`config.mk`:
```
export PLATFORM = sky130hd
export DESIGN_NAME = dmem_arbiter
export DESIGN_NICKNAME = d
export VERILOG_FILES = /design/src/rtl/dmem_arbiter_pkg.sv /design/src/rtl/dmem_arb_sat_cnt.sv /design/src/rtl/dmem_arbiter.sv
export SDC_FILE = /design/constraint.sdc
export NUM_CORES = 1
export LEC_CHECK = 0
export ABC_AREA = 1
export BUFFER_PORTS_ARGS = -buffer_cell sky130_fd_sc_hd__buf_4
export CAP_MARGIN = 20
export CORE_AREA = 10 10 111 113
export DETAILED_ROUTE_END_ITERATION = 10
export DIE_AREA = 0 0 121 123
export GPL_TIMING_DRIVEN = 0
export PLACE_DENSITY_LB_ADDON = 0.25
export SLEW_MARGIN = 0
export SYNTH_ARGS = -nofsm -noshare
export SYNTH_HDL_FRONTEND = slang
export SYNTH_SLANG_ARGS = --single-unit
```
`constraint.sdc`:
```
create_clock -name clk -period 2.3 [get_ports clk]
set_input_delay 0.23 -clock clk [delete_from_list [all_inputs] [get_ports clk]]
set_output_delay 0.23 -clock clk [all_outputs]
set_load 0.05 [all_outputs]
```
`src/rtl/dmem_arbiter_pkg.sv`:
```
// Shared types for the data-memory arbiter: FSM states, port owners,
// access size codes shared with the decoder, and counter sizing.
package dmem_arbiter_pkg;

    typedef enum logic {
        IDLE     = 1'b0,
        EXT_LOCK = 1'b1
    } state_t;

    typedef enum logic {
        OWN_CPU = 1'b0,
        OWN_EXT = 1'b1
    } owner_t;

    localparam logic [2:0] SIZE_B  = 3'b000;
    localparam logic [2:0] SIZE_H  = 3'b001;
    localparam logic [2:0] SIZE_W  = 3'b010;
    localparam logic [2:0] SIZE_BU = 3'b100;
    localparam logic [2:0] SIZE_HU = 3'b101;

    function automatic int unsigned cnt_w(input int unsigned max);
        return (max < 2) ? 1 : $clog2(max + 1);
    endfunction

endpackage

```
`src/rtl/dmem_arb_sat_cnt.sv`:
```
// Saturating up-counter with clear and a reached-maximum flag.
// Clear and increment together load 1 (first event of a new run).
module dmem_arb_sat_cnt
    import dmem_arbiter_pkg::*;
#(
    parameter int unsigned MAX = 4
) (
    input  logic clk,
    input  logic reset,
    input  logic clr,
    input  logic inc,
    output logic at_max
);

    localparam int unsigned W = cnt_w(MAX);

    logic [W-1:0] cnt;

    assign at_max = (cnt == W'(MAX));

    always_ff @(posedge clk or posedge reset) begin
        if (reset) begin
            cnt <= '0;
        end else if (clr) begin
            cnt <= inc ? W'(1) : '0;
        end else if (inc && !at_max) begin
            cnt <= cnt + 1'b1;
        end
    end

endmodule

```
`src/rtl/dmem_arbiter.sv`:
```
// Data-memory port arbiter: CPU load/store path vs. external master,
// with starvation-forced ext grants and bounded ext lock bursts.
module dmem_arbiter
    import dmem_arbiter_pkg::*;
#(
    parameter int unsigned ADDR_W     = 32,
    parameter int unsigned DATA_W     = 32,
    parameter int unsigned STARVE_MAX = 4,
    parameter int unsigned MAX_BURST  = 8
) (
    input  logic              clk,
    input  logic              reset,
    input  logic              cpu_req_i,
    input  logic              cpu_we_i,
    input  logic [2:0]        cpu_size_i,
    input  logic [ADDR_W-1:0] cpu_addr_i,
    input  logic [DATA_W-1:0] cpu_wdata_i,
    output logic              cpu_stall_o,
    output logic [DATA_W-1:0] cpu_rdata_o,
    input  logic              ext_req_i,
    input  logic              ext_lock_i,
    input  logic              ext_we_i,
    input  logic [2:0]        ext_size_i,
    input  logic [ADDR_W-1:0] ext_addr_i,
    input  logic [DATA_W-1:0] ext_wdata_i,
    output logic              ext_gnt_o,
    output logic [DATA_W-1:0] ext_rdata_o,
    output logic              ext_rvalid_o,
    output logic              mem_we_o,
    output logic [2:0]        mem_size_o,
    output logic [ADDR_W-1:0] mem_addr_o,
    output logic [DATA_W-1:0] mem_wdata_o,
    input  logic [DATA_W-1:0] mem_rdata_i
);

    state_t state;
    state_t state_nx;
    owner_t owner;

    logic cpu_gnt;
    logic ext_gnt;
    logic starve_max;
    logic burst_max;
    logic burst_clr;
    logic burst_inc;

    always_ff @(posedge clk or posedge reset) begin
        if (reset) begin
            state <= IDLE;
        end else begin
            state <= state_nx;
        end
    end

    always_comb begin
        state_nx  = state;
        cpu_gnt   = 1'b0;
        ext_gnt   = 1'b0;
        burst_clr = 1'b0;
        burst_inc = 1'b0;
        case (state)
            IDLE: begin
                if (ext_req_i && (!cpu_req_i || starve_max)) begin
                    ext_gnt = 1'b1;
                end else if (cpu_req_i) begin
                    cpu_gnt = 1'b1;
                end
                if (ext_gnt && ext_lock_i) begin
                    state_nx  = EXT_LOCK;
                    burst_clr = 1'b1;
                    burst_inc = 1'b1;
                end
            end
            EXT_LOCK: begin
                // Burst bound reached: give the waiting CPU one slot.
                if (burst_max && cpu_req_i) begin
                    cpu_gnt   = 1'b1;
                    burst_clr = 1'b1;
                end else if (ext_req_i) begin
                    ext_gnt   = 1'b1;
                    burst_inc = cpu_req_i;
                end else if (cpu_req_i) begin
                    cpu_gnt = 1'b1;
                end
                if (!ext_lock_i || !ext_req_i) begin
                    state_nx = IDLE;
                end
            end
            default: begin
                state_nx = IDLE;
            end
        endcase
    end

    dmem_arb_sat_cnt #(
        .MAX(STARVE_MAX)
    ) u_starve (
        .clk   (clk),
        .reset (reset),
        .clr   (~ext_req_i | ext_gnt),
        .inc   (ext_req_i & ~ext_gnt),
        .at_max(starve_max)
    );

    dmem_arb_sat_cnt #(
        .MAX(MAX_BURST)
    ) u_burst (
        .clk   (clk),
        .reset (reset),
        .clr   (burst_clr),
        .inc   (burst_inc),
        .at_max(burst_max)
    );

    assign owner = ext_gnt ? OWN_EXT : OWN_CPU;

    always_comb begin
        mem_we_o    = 1'b0;
        mem_size_o  = cpu_size_i;
        mem_addr_o  = cpu_addr_i;
        mem_wdata_o = cpu_wdata_i;
        case (owner)
            OWN_EXT: begin
                mem_we_o    = ext_we_i;
                mem_size_o  = ext_size_i;
                mem_addr_o  = ext_addr_i;
                mem_wdata_o = ext_wdata_i;
            end
            default: begin
                mem_we_o = cpu_gnt & cpu_we_i;
            end
        endcase
    end

    assign cpu_stall_o = cpu_req_i & ~cpu_gnt;
    assign cpu_rdata_o = mem_rdata_i;
    assign ext_gnt_o   = ext_gnt;

    always_ff @(posedge clk or posedge reset) begin
        if (reset) begin
            ext_rvalid_o <= 1'b0;
            ext_rdata_o  <= '0;
        end else begin
            ext_rvalid_o <= ext_gnt & ~ext_we_i;
            if (ext_gnt && !ext_we_i) begin
                ext_rdata_o <= mem_rdata_i;
            end
        end
    end

endmodule

```
Word level (Yosys, flattened, before mapping) --
Index checks and enable logic that the tools add are counted.
Word-level totals: register bits after elaboration 41, input port bits 173, output and inout port bits 135, logic and storage cells 64
Operators by class: add/sub/neg operators 2, eq/ne operators 2, mux-type cells 29, bitwise logic cells 10, reduce and logical (&&, ||, !) cells 16
Operator list (count):
- 2-to-1 mux 32 bit | 2
- 2-to-1 mux 1 bit | 17
- one-hot mux 1 bit (2 select lines) | 5
- 2-to-1 mux 3 bit | 3
- 2-to-1 mux 4 bit | 2
- logical AND 1 bit | 6
- zero test 1 bit | 6
- NOT 1 bit | 5
- adder 4 x 1 -> 4 bit (second input constant) | 1
- bitwise AND 1 bit | 4
- == test 4 bit (second input constant) | 1
- nonzero test 2 bit | 2
- adder 3 x 1 -> 3 bit (second input constant) | 1
- == test 3 bit (second input constant) | 1
- logical OR 1 bit | 2
- OR 1 bit | 1

Longest topological paths before layout --
Gate-level depths: netlist of the first run.
depth after elaboration 11, mapped depth 12, mapped depth without buffers 10

Cells and area by module --
A second synthesis of the first run with hierarchy kept.
Unflattened totals: cell total of the unflattened synthesis 481, area, all modules 2977.9 um^2
By module, submodules not included:
- dmem_arbiter | times used 1, cells an instance 417, area an instance 2521.2 um^2, seq. area each 850.8 um^2
- dmem_arb_sat_cnt (u_burst) | times used 1, cells an instance 35, area an instance 252.7 um^2, seq. area each 100.1 um^2
- dmem_arb_sat_cnt (u_starve) | times used 1, cells an instance 29, area an instance 203.9 um^2, seq. area each 75.1 um^2

Least setup slack after synthesis of the first run --
OpenSTA, ideal clock, no wires.
kind flip-flop to output port, start reg u_starve.cnt[0], end out mem_addr_o[24], data arrival time 1.855 ns, slack 0.215 ns, stages on the path, launching flop included 12, path buffers 1, cells stage by stage dfrtp_1 > inv_1 > ha_1 > nand2_2 > nand2_1 > nand2_2 > nand2_4 > nand2_2 > inv_2 > buf_2 > nand2_1 > nand2_1
On the way: cells in the longest elaborated chain, start to end 8
RTL lines:
- start: declaration | RTL line dmem_arb_sat_cnt.sv:17 | logic [W-1:0] cnt;
- start signal: assignment | RTL line dmem_arb_sat_cnt.sv:25 | cnt <= inc ? W'(1) : '0;
- start signal: assignment | RTL line dmem_arb_sat_cnt.sv:27 | cnt <= cnt + 1'b1;
- == test 3 bit | RTL line dmem_arb_sat_cnt.sv:19 | assign at_max = (cnt == W'(MAX));
- logical OR 1 bit | RTL line dmem_arbiter.sv:63 | if (ext_req_i && (!cpu_req_i || starve_max)) begin
- logical AND 1 bit | RTL line dmem_arbiter.sv:63
- 2-to-1 mux 1 bit | RTL line dmem_arbiter.sv:63
- 2-to-1 mux 1 bit | RTL line dmem_arbiter.sv:61 | case (state)
- one-hot mux 1 bit (2 select lines) | RTL line dmem_arbiter.sv:61
- net ext_gnt_o | RTL line dmem_arbiter.sv:26 | output logic ext_gnt_o,
- 2-to-1 mux 1 bit | RTL line dmem_arbiter.sv:115 | assign owner = ext_gnt ? OWN_EXT : OWN_CPU;
- 2-to-1 mux 32 bit | RTL line dmem_arbiter.sv:122 | case (owner)
- end: declaration | RTL line dmem_arbiter.sv:31 | output logic [ADDR_W-1:0] mem_addr_o,
The timed path passes the listed nets, and every way through them passes these cells. The select of a mux whose other input is x is not followed.

Worst setup path in the final report of the first run --
start reg u_burst.cnt[1], end out mem_addr_o[14]
On the way: cells in the longest elaborated chain, start to end 6
RTL lines:
- start: declaration | RTL line dmem_arb_sat_cnt.sv:17
- start signal: assignment | RTL line dmem_arb_sat_cnt.sv:25
- start signal: assignment | RTL line dmem_arb_sat_cnt.sv:27
- == test 4 bit | RTL line dmem_arb_sat_cnt.sv:19
- logical AND 1 bit | RTL line dmem_arbiter.sv:76 | if (burst_max && cpu_req_i) begin
- 2-to-1 mux 1 bit | RTL line dmem_arbiter.sv:76
- one-hot mux 1 bit (2 select lines) | RTL line dmem_arbiter.sv:61
- 2-to-1 mux 1 bit | RTL line dmem_arbiter.sv:115
- 2-to-1 mux 32 bit | RTL line dmem_arbiter.sv:122
No other way between the ends.

==> results of run 1 <==
metal layers:
| metal | up-vias | routed length [um] |
|---|---|---|
| li1 | 2076 | - |
| met1 | 1903 | 5818 |
| met2 | 143 | 8636 |
| met3 | 12 | 1242 |
| met4 | 0 | 193 |
| met5 | - | 0 |
final timing paths:
kind | slack (ns) | endpoint | depth (start not counted)
setup / recovery | 0.05 | mem_addr_o[14] | 12
max in group asynchronous | 1.64 | u_burst.cnt[3] | 2
hold / removal | 0.11 | ext_rdata_o[21] | 2
min in group clk | 0.19 | ext_rdata_o[2] | 3
hold reg to reg | 0.48 | ext_rdata_o[2] | 2
setup reg to reg | 0.45 | ext_rdata_o[8] | 11
metrics by stage:
stage | total power (W) | utilization | instances | cell area (um^2)
final | 0.003682 | 0.5881 | 933 | 5962
after global routing | 0.003873 | 0.5881 | 933 | 5962
after CTS | 0.003596 | 0.5565 | 923 | 5642
after detailed placement | 0.003032 | 0.5365 | 912 | 5439
after global placement | 0.003003 | 0.5365 | 912 | 5439
after floorplan | 0.002229 | - | 469 | 2964
kinds of logic (layout without fill, tap and decap cells):
family,count (synthesis),in the layout
xor gates and xnor gates,1,1
adders and majority gates,4,4
AOI/OAI and AO/OA,4,4
buffers and inverters,74,402
DFF,41,41
and+or+nand+nor,345,345
state kept, by name (all words and copies together) (netlist names):
signal and cells:
state 1, u_burst.cnt 4, ext_rdata_o 32, ext_rvalid_o 1, u_starve.cnt 3
layout make-up:
type / instances / area share
plain buffers: 59 / 0.07450
multi-input cells: 354 / 0.2688
clock inverters: 1 / 0.001469
clock buffers: 7 / 0.01616
repair buffers: 320 / 0.4269
inverters: 15 / 0.01154
well taps: 136 / 0.02854
flip-flops and latches: 41 / 0.1721
repair_timing:
action / 4_1_cts / 5_1_grt
buffers inserted: 3 / 7
pin swaps: 1 / 9
gates resized for setup: 25 / 61
gates cloned: 0 / 3
setup endpoints to repair: 69 / 63
synth_stat cells:
| master | instances |
|---|---|
| nand3b_1 | 1 |
| nand4_1 | 33 |
| nand2_4 | 1 |
| nand2_1 | 286 |
| nor2_1 | 9 |
| a21oi_1 | 1 |
| buf_6 | 3 |
| xor2_1 | 1 |
| inv_2 | 1 |
| nand2_2 | 3 |
| a21boi_0 | 1 |
| nand3_1 | 10 |
| ha_1 | 4 |
| o21ai_0 | 2 |
| inv_1 | 14 |
| nand3_2 | 1 |
| buf_1 | 3 |
| clkbuf_1 | 8 |
| dfrtp_1 | 41 |
| buf_2 | 12 |
| buf_4 | 33 |
| or2_2 | 1 |
where the power goes:
group	internal, W	switching, W
Sequential	0.000839	0.0000710
Clock	0.000277	0.000258
Combinational	0.000785	0.00145
Total	0.00190	0.00178
worst max-delay path: stages (launching register included):
cell       delay (ns)
dfrtp_1          0.41
inv_1            0.12
ha_4             0.17
nand2_4          0.06
nor2_4           0.14
nand2_4          0.08
nand2_8          0.11
clkinv_8         0.08
buf_12           0.15
clkbuf_16        0.15
nand2_2          0.06
nand2_1          0.06
buf_6            0.15
==> flow_metrics.tcl, run 1 <==
set metrics [dict create \
    status "finished, final reports clean" \
    antenna_found_initial 0 \
    vias 4134 \
    initial_core_util 0.2924 \
    grt_pass1_vias 4093 \
    hold_viol 0 \
    core_area_um2 10140 \
    hold_class "in2async" \
    ant_nets 0 \
    htree_levels 2 \
    p_leak_nw 3.544 \
    die_x_um 121 \
    synthesis.area_um2 2964 \
    place_congestion 0.8776 \
    numCtsBuffers 5 \
    fillers 969 \
    crit_type "reg2out" \
    io_buffers 307 \
    grt_start_max_net_pins 42 \
    wl_um 15890 \
    vias_per_cell 4.431 \
    top_usage_layer "met2" \
    drive_above_1_share 0.5157 \
    netlist_top_cells_area "nand2_1 (36%), dfrtp_1 (35%), buf_4 (8.4%)" \
    synthAdderAreaFrac 0.01688 \
    synth-compound-area-share 0.007598 \
    fmax_ghz 0.4449 \
    layout_commonest_cell "buf_4" \
    syn_nets 646 \
    synth-seq-cells 41 \
    first_iter_violations 250 \
    drv_cap 0 \
    setup_slack_ns 0.05217 \
    tightestPinTransition_ns 0.8489 \
    setup_tns_ns 0 \
    critPathLaunch "u_burst.cnt[1]" \
    synthMuxAreaShare 0 \
    grt_pass1_wl_um 22240 \
    cts_root_buffer "clkbuf_8" \
    synth_top_family_by_area "simple AND/OR/NAND/NOR gates" \
    nets 973 \
    clock_path_buffers 2 \
    wl_per_cell_um 17.03 \
    maxSlewViolCount 0 \
    dieHeight_um 123 \
    finalCritPeriodShare 0.9773 \
    finClkSkew_ns 0.01218 \
    met2_usage 0.3486 \
    die-area_um2 14880 \
    ys_seq_area_frac 0.3461 \
    powerDensity_nw_per_um2 617.5 \
    synth_simple_gate_area_frac 0.4783 \
    use_met3 0.06290 \
    cp.required_ns 2.07 \
    cts_tree "yes" \
    synth_top_area_frac 0.3622 \
    synth_top_cell_by_area "nand2_1" \
    yosys_warnings 0 \
    grt.overflow.total 0 \
    min_period_ns 2.248 \
    clk_pin_slew_ns 0.08 \
    io_pins 308 \
    ys_types 22 \
    cp-start-kind "flop" \
    worstPathMaxFanout 7 \
    peakVddDrop_uv 314.6 \
    mostFrequentLayoutCells "buf_4 (331), nand2_1 (269), dfrtp_1 (41)" \
    drc 0 \
    setup_violations 0 \
    cp-end-kind "output port" \
    drtPass1Iterations 4 \
    hold_slack_ns 0.1082 \
    netlist_instances 469 \
    insertion_delay_ns 0.29 \
    seqCellArea_um2 1026 \
    syn_area_per_cell_um2 6.320 \
    syn2layout_area_growth_pct 101.1 \
    antenna_cells 0 \
    postCtsHoldBufs 0 \
    pre_cts_slack_ns 0.07157 \
    multi_input_area_um2 1603 \
    crit-reg2reg-launch "u_starve.cnt[0]" \
    rows 37 \
    synthXorXnorAreaFrac 0.002955 \
    grtUsageMet1 0.2000 \
    grt_usage 0.1862 \
    clkSinkCount 41 \
    relSlewSlack 0.4333 \
    dpl.hpwl_um 13380 \
    critical_path_arrival_ns 2.02 \
]
No activity file was read; power rests on OpenSTA's default activity.
==> run 2, diff against run 1 <==
--- a/config.mk
+++ b/config.mk
@@ -12,6 +12,7 @@
 export DETAILED_ROUTE_END_ITERATION = 10
 export DIE_AREA = 0 0 121 123
 export GPL_TIMING_DRIVEN = 0
+export HOLD_SLACK_MARGIN = 0.15
 export PLACE_DENSITY_LB_ADDON = 0.25
 export SLEW_MARGIN = 0
 export SYNTH_ARGS = -nofsm -noshare
==> flow_metrics.tcl, run 2 (synthesis results as in run 1) <==
set metrics [dict create \
    tightestPinTransition_ns 0.8482 \
    io_buffers 307 \
    hold_slack_ns 0.1912 \
    ant_nets 0 \
    cp-end-kind "output port" \
    dpl.hpwl_um 13380 \
    htree_levels 2 \
    wl_um 15890 \
    fmax_ghz 0.4449 \
    crit_chain "inv_1 -> ha_4 -> nand2_4 -> nor2_4 -> nand2_4 -> nand2_8 -> clkinv_8 -> buf_12 -> clkbuf_16 -> nand2_2 -> nand2_1 -> buf_6" \
    grt_pass1_vias 4095 \
    crit-reg2reg-launch "u_starve.cnt[0]" \
    hold_class "in2reg" \
    whs_path_depth 3 \
    fillers 968 \
    cp-start-kind "flop" \
    status "finished, final reports clean" \
    powerDensity_nw_per_um2 616.8 \
    rows 37 \
    drv_cap 0 \
    finalCritPeriodShare 0.9773 \
    critical_path_arrival_ns 2.02 \
    first_iter_violations 266 \
    setup_slack_ns 0.05216 \
    reg_top3 "ext_rdata_o x32, u_burst.cnt x4, u_starve.cnt x3" \
    grt_pass1_wl_um 22260 \
    grt_start_max_net_pins 42 \
    die_x_um 121 \
    nets 974 \
    reg2regPathDepth 11 \
    maxSlewViolCount 0 \
    regMostFlops "ext_rdata_o" \
    finClkSkew_ns 0.01220 \
    place_congestion 0.8776 \
    relSlewSlack 0.4337 \
    drive_above_1_share 0.5150 \
    vias_per_cell 4.440 \
    antenna_cells 0 \
    critPathLaunch "u_burst.cnt[1]" \
    initial_core_util 0.2924 \
    pre_cts_slack_ns 0.07157 \
    core_area_um2 10140 \
    setup_tns_ns 0 \
    wl_per_cell_um 17.01 \
    p_leak_nw 3.549 \
    grt.overflow.total 0 \
    antenna_found_initial 0 \
    syn2layout_area_growth_pct 101.5 \
    drtPass1Iterations 4 \
    numCtsBuffers 5 \
    clkSinkCount 41 \
    drc 0 \
    largest_reg_flops 32 \
    io_pins 308 \
    die-area_um2 14880 \
    min-delay-start "mem_rdata_i[2]" \
    cpMostUsedCell "nand2_4" \
    fin_total_pwr_w 0.003684 \
    mostFrequentLayoutCells "buf_4 (331), nand2_1 (269), dfrtp_1 (41)" \
    grt_usage 0.1863 \
    min_period_ns 2.248 \
    clock_path_buffers 2 \
    critPathSlowestCell "dfrtp_1" \
    crit_type "reg2out" \
    vias 4147 \
    insertion_delay_ns 0.29 \
    slowest_delay_ns 0.41 \
    layout_commonest_cell "buf_4" \
    peakVddDrop_uv 314.6 \
    hold_viol 0 \
    cts_root_buffer "clkbuf_8" \
    setup_violations 0 \
    worstPathMaxFanout 7 \
    dieHeight_um 123 \
    clk_pin_slew_ns 0.08 \
    cts_tree "yes" \
    cp.required_ns 2.07 \
]
-- run 2: cell count changes in the layout (fill, tap and decap cells not counted), sizes merged --
cell,change
dlygate4sd3,+1
-- run 2: stage by stage --
| stage | std cells | instance area, um^2 | util |
|---|---|---|---|
| finish | 934 | 5972 | 0.5890 |
| global route | 934 | 5972 | 0.5890 |
| CTS | 924 | 5652 | 0.5574 |
| detailed placement | 912 | 5439 | 0.5365 |
| global placement | 912 | 5439 | 0.5365 |
| floorplan | 469 | 2964 | - |
-- run 2: final cells by class --
class | instances | area, um^2 | share of cell area
plain buffers | 59 | 444.2 | 0.07438
flip-flops and latches | 41 | 1026 | 0.1718
clock buffers | 7 | 96.34 | 0.01613
well taps | 136 | 170.2 | 0.02849
repair buffers | 321 | 2555 | 0.4278
clock inverters | 1 | 8.758 | 0.001467
inverters | 15 | 68.82 | 0.01152
multi-input cells | 354 | 1603 | 0.2684
-- run 2: critical path: cells and delay by family (launching register included) --
kind	cells	cell delay [ns]
buffers and inverters	5	0.65
AND/OR/NAND/NOR	6	0.51
flip-flops	1	0.41
adder cells (fa/ha/maj)	1	0.17
-- run 2: metal layers --
layer  share of wire  vias to the layer above  wire (um)  GRT usage
met5               0                        -          0          0
met4           0.012                        0        193    0.03469
met3           0.078                       12       1246    0.06244
met2            0.54                      147       8643     0.3490
met1            0.37                     1911       5808     0.2003
li1                -                     2077          -          -
-- run 2: what timing repair did --
item / 4_1_cts / 5_1_grt
hold buffers: 1 / 0
pin swaps: 1 / 9
buffers inserted: 3 / 7
gates cloned: 0 / 3
gates resized for setup: 25 / 61
endpoints found under the setup margin: 69 / 63
endpoints found under the hold margin: 13 / 0
-- run 2: path summary, 6_finish.rpt --
path / to / slack [ns]
max in group asynchronous: u_burst.cnt[3] / 1.08
min reg2reg: ext_rdata_o[2] / 0.48
min in group asynchronous: ext_rdata_o[21] / 0.67
max reg2reg: ext_rdata_o[8] / 0.45
max: mem_addr_o[14] / 0.05
min: ext_rdata_o[2] / 0.19
-- run 2: where the power goes --
part / internal, W / switching, W
clock network: 0.000277 / 0.000258
registers: 0.000839 / 0.0000711
logic: 0.000787 / 0.00145
total: 0.00190 / 0.00178
